==> src/rtl/nx_accum_pkg.sv <==
//------------------------------------------------------------------------------
// Module : nx_accum_pkg
// Brief  : Default widths, saturation helper and almost_full threshold for
//          the nx_accum_drain block.
// Rev    : 1.0 - initial release
//------------------------------------------------------------------------------
`default_nettype none

package nx_accum_pkg;

   localparam int c_size_in   = 30;
   localparam int c_size_acc  = 40;
   localparam int c_size_out  = 16;
   localparam int c_shift     = 0;
   localparam int c_depth     = 4;
   localparam int c_af_margin = 2;

   // Clamp a signed value into the signed range of a w-bit result.
   function automatic logic signed [63:0] nx_saturate(input logic signed [63:0] v,
                                                      input int w);
      logic signed [63:0] hi;
      logic signed [63:0] lo;
      hi = (64'sd1 <<< (w - 1)) - 64'sd1;
      lo = -(64'sd1 <<< (w - 1));
      if (v > hi) begin
         return hi;
      end else if (v < lo) begin
         return lo;
      end
      return v;
   endfunction

   function automatic int nx_af_threshold(input int depth, input int margin);
      return (depth > margin) ? (depth - margin) : 0;
   endfunction

endpackage

`default_nettype wire

==> src/rtl/nx_accum_fifo.sv <==
//------------------------------------------------------------------------------
// Module : nx_accum_fifo
// Brief  : Synchronous power-of-two FIFO; head is read from the register array.
// Rev    : 1.0 - initial release
//------------------------------------------------------------------------------
`default_nettype none

module nx_accum_fifo #(
   parameter int WIDTH = 16,
   parameter int DEPTH = 4
) (
   input  logic                      clk,
   input  logic                      rst,
   input  logic                      push_i,
   input  logic [WIDTH-1:0]          data_i,
   input  logic                      pop_i,
   output logic                      full_o,
   output logic                      empty_o,
   output logic [$clog2(DEPTH):0]    count_o,
   output logic [WIDTH-1:0]          head_o
);

   localparam int            c_aw   = $clog2(DEPTH);
   localparam logic [c_aw:0] c_full = (c_aw + 1)'(DEPTH);

   logic [WIDTH-1:0] mem_q [DEPTH];
   logic [c_aw-1:0]  wr_q, rd_q;
   logic [c_aw:0]    cnt_q, cnt_d;
   logic             push_ok_w, pop_ok_w;

   assign full_o    = (cnt_q == c_full);
   assign empty_o   = (cnt_q == '0);
   assign count_o   = cnt_q;
   assign head_o    = mem_q[rd_q];
   assign pop_ok_w  = pop_i & ~empty_o;
   // A full FIFO still takes a push when the head leaves in the same cycle.
   assign push_ok_w = push_i & (~full_o | pop_ok_w);

   always_comb begin
      cnt_d = cnt_q;
      if (push_ok_w && !pop_ok_w) begin
         cnt_d = cnt_q + 1'b1;
      end else if (!push_ok_w && pop_ok_w) begin
         cnt_d = cnt_q - 1'b1;
      end
   end

   always_ff @(posedge clk) begin
      if (rst) begin
         wr_q  <= '0;
         rd_q  <= '0;
         cnt_q <= '0;
         for (int i = 0; i < DEPTH; i++) begin
            mem_q[i] <= '0;
         end
      end else begin
         if (push_ok_w) begin
            mem_q[wr_q] <= data_i;
            wr_q        <= wr_q + 1'b1;
         end
         if (pop_ok_w) begin
            rd_q <= rd_q + 1'b1;
         end
         cnt_q <= cnt_d;
      end
   end

endmodule

`default_nettype wire

==> src/rtl/nx_accum_drain.sv <==
//------------------------------------------------------------------------------
// Module : nx_accum_drain
// Brief  : Per-vector accumulate, shift/saturate and output FIFO with drop flag.
//          Define NX_ACCUM_ROUND_EN for round-half-up scaling instead of floor.
// Rev    : 1.0 - initial release
//------------------------------------------------------------------------------
`default_nettype none

module nx_accum_drain
   import nx_accum_pkg::*;
#(
   parameter int SIZE_IN   = c_size_in,
   parameter int SIZE_ACC  = c_size_acc,
   parameter int SIZE_OUT  = c_size_out,
   parameter int SHIFT     = c_shift,
   parameter int DEPTH     = c_depth,
   parameter int AF_MARGIN = c_af_margin
) (
   input  logic                clk,
   input  logic                rst,
   input  logic                in_valid,
   input  logic                in_last,
   input  logic [SIZE_IN-1:0]  in_data,
   output logic                out_valid,
   input  logic                out_ready,
   output logic [SIZE_OUT-1:0] out_data,
   output logic                almost_full,
   output logic                out_drop
);

   localparam int c_aw    = $clog2(DEPTH);
   localparam int c_af_th = nx_af_threshold(DEPTH, AF_MARGIN);

   logic signed [SIZE_ACC-1:0] acc_q, acc_d, prod_w;
   logic                       first_q, first_d;
   logic                       done_q, done_d;
   logic                       drop_q, drop_d;
   logic                       af_q, af_d;
   logic                       fifo_full_w, fifo_empty_w, pop_w;
   logic [c_aw:0]              count_w;
   logic signed [SIZE_ACC:0]   ext_w, rnd_w, shf_w;
   logic [SIZE_OUT-1:0]        res_w;

   assign prod_w      = SIZE_ACC'($signed(in_data));
   assign out_valid   = ~fifo_empty_w;
   assign pop_w       = ~fifo_empty_w & out_ready;
   assign almost_full = af_q;
   assign out_drop    = drop_q;

   // One guard bit so the rounding offset cannot wrap before saturation.
   assign ext_w = {acc_q[SIZE_ACC-1], acc_q};
`ifdef NX_ACCUM_ROUND_EN
   generate
      if (SHIFT > 0) begin : g_round
         assign rnd_w = ext_w + ((SIZE_ACC + 1)'(1) <<< (SHIFT - 1));
      end else begin : g_no_round
         assign rnd_w = ext_w;
      end
   endgenerate
`else
   assign rnd_w = ext_w;
`endif
   assign shf_w = rnd_w >>> SHIFT;
   assign res_w = SIZE_OUT'(nx_saturate(64'(shf_w), SIZE_OUT));

   always_comb begin
      acc_d   = acc_q;
      first_d = first_q;
      done_d  = in_valid & in_last;
      if (in_valid) begin
         acc_d   = first_q ? prod_w : (acc_q + prod_w);
         first_d = in_last;
      end
      drop_d = drop_q | (done_q & fifo_full_w & ~pop_w);
      af_d   = (32'(count_w) >= 32'(c_af_th));
   end

   always_ff @(posedge clk) begin
      if (rst) begin
         acc_q   <= '0;
         first_q <= 1'b1;
         done_q  <= 1'b0;
         drop_q  <= 1'b0;
         af_q    <= 1'b0;
      end else begin
         acc_q   <= acc_d;
         first_q <= first_d;
         done_q  <= done_d;
         drop_q  <= drop_d;
         af_q    <= af_d;
      end
   end

   nx_accum_fifo #(
      .WIDTH (SIZE_OUT),
      .DEPTH (DEPTH)
   ) u_fifo (
      .clk     (clk),
      .rst     (rst),
      .push_i  (done_q),
      .data_i  (res_w),
      .pop_i   (pop_w),
      .full_o  (fifo_full_w),
      .empty_o (fifo_empty_w),
      .count_o (count_w),
      .head_o  (out_data)
   );

endmodule

`default_nettype wire

==> config.mk <==
export PLATFORM = sky130hd
export DESIGN_NAME = nx_accum_drain
export DESIGN_NICKNAME = d
export VERILOG_FILES = /design/src/rtl/nx_accum_pkg.sv /design/src/rtl/nx_accum_fifo.sv /design/src/rtl/nx_accum_drain.sv
export SDC_FILE = /design/constraint.sdc
export NUM_CORES = 1
export LEC_CHECK = 0
export BUFFER_PORTS_ARGS = -buffer_cell sky130_fd_sc_hd__buf_2
export CAP_MARGIN = 20
export CORE_MARGIN = 1
export CORE_UTILIZATION = 45
export CTS_CLUSTER_DIAMETER = 40
export DETAILED_ROUTE_END_ITERATION = 6
export PLACE_DENSITY = 0.59
export SYNTH_ARGS = -nofsm -noshare
export SYNTH_HDL_FRONTEND = slang
export SYNTH_HIERARCHICAL = 1
export SYNTH_SLANG_ARGS = --single-unit
==> constraint.sdc <==
create_clock -name clk -period 5.5 [get_ports clk]
set_input_delay 1.1 -clock clk [delete_from_list [all_inputs] [get_ports clk]]
set_output_delay 1.1 -clock clk [all_outputs]
set_load 0.005 [all_outputs]
==> metrics.md <==
| Metric | Value |
|---|---|
| Highest clock rate | 264 MHz |
| Max-cap violations | 0 |
| Initial antenna violation count | 0 |
| Fin util | 0.522 |
| Peak VDD IR | 0.232 mV |
| Mean post-synth cell area | 9.32 µm² |
| Area grow syn2layout | 13.6% |
| Crit path cell chain | buf_2 > ha_1 > inv_1 > fa_1 > nand2b_1 > a21oi_1 > o21ai_0 > a21oi_2 > o21ai_1 > a2111oi_2 > nor2_1 > o211a_1 > a211o_1 |
| Vias | around 6200 |
| Worst-Margin Slew | between 1 and 1.5 ns |
| Routed len/inst | 17.6 µm |
| Origin of the worst setup path | in_data[0] |
| R2R setup slack | 2.11 ns |
| Max-slew violation count | 0 |
| Chip width | approximately 130 µm |
| CTS root buf | clkbuf_16 |
| Number of global-route vias before repair | 6167 |
| Min Tclk post-route | 3.79 ns |
| Clk_lat worst skew | 0.42 ns |
| Clock share of power | 0.427 |
| Max stage delay on crit path | 0.58 ns |
| Post-CTS sizing | 0 |
| Ratio of cells with drive above 1 in the final layout | 0.140 |
| H-tree depth | 4 |
| Final std cells w/o fill | 1084 |
| Final nets | 928 |
| Clock Skew | 0.00753 ns |
| Number of CTS-inserted buffers | 17 |
| Top-area cell type share of the netlist area | 0.252 |
| Hold crit path type | flip-flop to flip-flop |
| R2R depth | 12 |
| # DRC | 0 |
| CTS clk-pin slew, worst paths | 0.06 ns |
| Seq pwr share | 0.374 |
| Initial Utilization | 0.460 |
| Core Rows | 47 |
| Post-synth top cells | nand2_1 (103), nor2_1 (74), and2_1 (66), edfxtp_1 (64), a21oi_1 (55) |
| Design Power | 2.77 mW |
| Int Pwr | 1.99 mW |
| Die H | roughly 130 µm |
| Final setup fails | 0 |
| Via density per instance | between 5 and 6 |
| Number of flops mapped to enable cells by yosys | between 60 and 70 |
| First-pass GRT wire length | roughly 31000 µm |
| Ys async rst share | 0 |
| Synth area leaders | edfxtp_1 (25%), dfxtp_1 (14%), ha_1 (6.6%) |
| 1st-pass router iterations | 5 |
| Comb power frac | 0.200 |
| Post-synth cell types | 69 |
| Most used DFF post-synth | edfxtp_1 |
| Post-CTS Setup Inserts | 0 |
| Overflow after GRT | 0 |
| Setup CP Type | primary input to flip-flop |
| Die ar. | approximately 17000 µm² |
| Post-CTS Hold Buffers | 0 |
| Required @ worst endpoint | between 5 and 6 ns |
| RSZ-0062 raised after global routing | false |
| Worst hold-check slack | 0.471 ns |
| Post-DP HPWL | 13100 µm |
| GPL Wtd Cong | 0.881 |
| Mapped Nets | 895 |
| Synth Warn # | 6 |
| Tcrit/Tclk final | 0.689 |
| Post-Syn Area | 7620 µm² |
| CTS Sinks | 117 |
| Core ar. | 16600 µm² |
| Critical path launch point type | primary input |
| Synth Instances | about 820 |
| Total stage count of the critical path | 13 |
| Delay-heaviest family, CP | compound AO/OA/AOI/OAI gates |
| Slew HR | 0.264 |
| Setup tns final | 0 ns |
| Detailed Route WL | 19100 µm |
| Cell Count Post-Placement | around 1100 |
| Total GRT Usage | 0.227 |
| Largest net degree at the start of global routing | 59 |
| Power Density | 319 nW/µm² |
| CP Capture Type | flip-flop |
| Critical R2R Launch | acc_q[0] |
| Count leader, synth | nand2_1 |
| Inserted Diodes | 0 |
| CTS tree | built |
| Critical path arrival | about 4.1 ns |
| Status | finished, final reports clean |
| Post-route ant nets | 0 |
| DRT iter0 DRCs | between 300 and 400 |
| Worst-path maximum fanout | 6 |
| NetSw | 0.775 mW |
| Leak | roughly 3.6 nW |
| Clock Path Buffers | 2 |
| R2r endpoint | acc_q[34] |
| Final Hold Violating Endpoints | 0 |
| Sw Share | 0.280 |
| I/O pin cnt | 54 |
| Buf+Inv Stages, Crit Path | 2 |
| Flops & latches, synth | 117 |
| IO Port Bufs | 53 |
| Fillers | 1554 |
| Slowest cell on the critical path | a2111oi_2 |
| Yosys top cell by area | edfxtp_1 |
| Worst setup path endpoint | acc_q[34] |
| Register area share after synthesis | 0.391 |
tightest hold or removal path, delay by kind of cell (launching register included):
| family | cells | cell delay, ns |
|---|---|---|
| flip-flops | 1 | 0.32 |
| AND/OR/NAND/NOR | 2 | 0.11 |
layout make-up:
| cell class | instances | area [µm²] | share of cell area |
|---|---|---|---|
| Multi-Input combinational cell | 632 | 4370 | 0.505 |
| Sequential cell | 117 | 2980 | 0.344 |
| Clock buffer | 22 | 464 | 0.0536 |
| Timing Repair Buffer | 59 | 318 | 0.0367 |
| Tap cell | 220 | 275 | 0.0318 |
| Clock inverter | 10 | 155 | 0.0179 |
| Inverter | 24 | 90.1 | 0.0104 |
worst min-delay path by stage:
stage | from | end | slack, ns | depth (start not counted)
floorplan | out_drop | out_drop | 0.46 | 2
global placement | out_drop | out_drop | 0.45 | 2
detailed placement | out_drop | out_drop | 0.46 | 2
CTS | out_drop | out_drop | 0.47 | 2
global route | out_drop | out_drop | 0.51 | 2
finish | out_drop | out_drop | 0.47 | 2
kinds of logic (layout without fill, tap and decap cells):
group | Yosys count | count (layout) | share of synthesized area
flops | 117 | 117 | 0.391
mux | 29 | 29 | 0.0645
compound gates | 197 | 197 | 0.179
fa+ha+maj | 42 | 42 | 0.0709
buf+inv | 69 | 115 | 0.0376
simple gates | 333 | 333 | 0.221
xor+xnor | 31 | 31 | 0.0356
power groups by stage:
| stage | logic, mW | registers, mW | clock network [mW] |
|---|---|---|---|
| floorplan | 0.423 | 1.03 | 0 |
| global placement | 0.530 | 1.05 | 0 |
| detailed placement | 0.547 | 1.05 | 0 |
| CTS | 0.551 | 1.03 | 1.20 |
| global route | 0.611 | 1.04 | 1.24 |
| finish | 0.553 | 1.03 | 1.18 |
per-layer routing:
layer  vias up  track usage  part of all wire  wire length [µm]
li1       3068            -                 -                 -
met4         0       0.0872             0.020               386
met2       139        0.400              0.51              9660
met5         -            0                 0                 0
met3        32       0.0365             0.035               678
met1      2988        0.276              0.44              8390
cells in the final DEF (no fill, tap or decap), types with 4 or more instances in the layout:
cell type	count
bufinv_16	4
a21boi_0	5
buf_2	53
clkbuf_16	17
a211oi_1	10
a21o_1	17
nor4_1	7
nand4_1	15
dfxtp_1	53
nand2b_1	7
xor2_1	13
nand2_1	103
mux2i_1	12
inv_1	23
and2_1	66
xnor2_1	18
nor2_1	74
ha_1	40
mux4_2	16
a31oi_1	7
nand3_1	8
nor3_1	21
a311oi_1	17
o21ai_0	24
o21bai_1	13
buf_4	5
nor2b_1	9
o21a_1	6
edfxtp_1	64
a21oi_1	55
nor3b_1	5
o211ai_1	8
state kept, by name (all words and copies together), names as in the netlist, named ones only:
register	cells
out_drop	1
acc_q	40
done_q	1
u_fifo/count_o	3
first_q	1
u_fifo/wr_q	2
u_fifo/mem_q	64
almost_full	1
u_fifo/rd_q	2
through the flow:
step,setup slack [ns],instance area [µm²]
6_report,1.71,8660
5_1_grt,1.47,8660
4_1_cts,1.76,8650
3_5_place_dp,1.33,8030
3_3_place_gp,1.39,8020
2_1_floorplan,1.91,7620
Power figures use the tool's default switching activity.
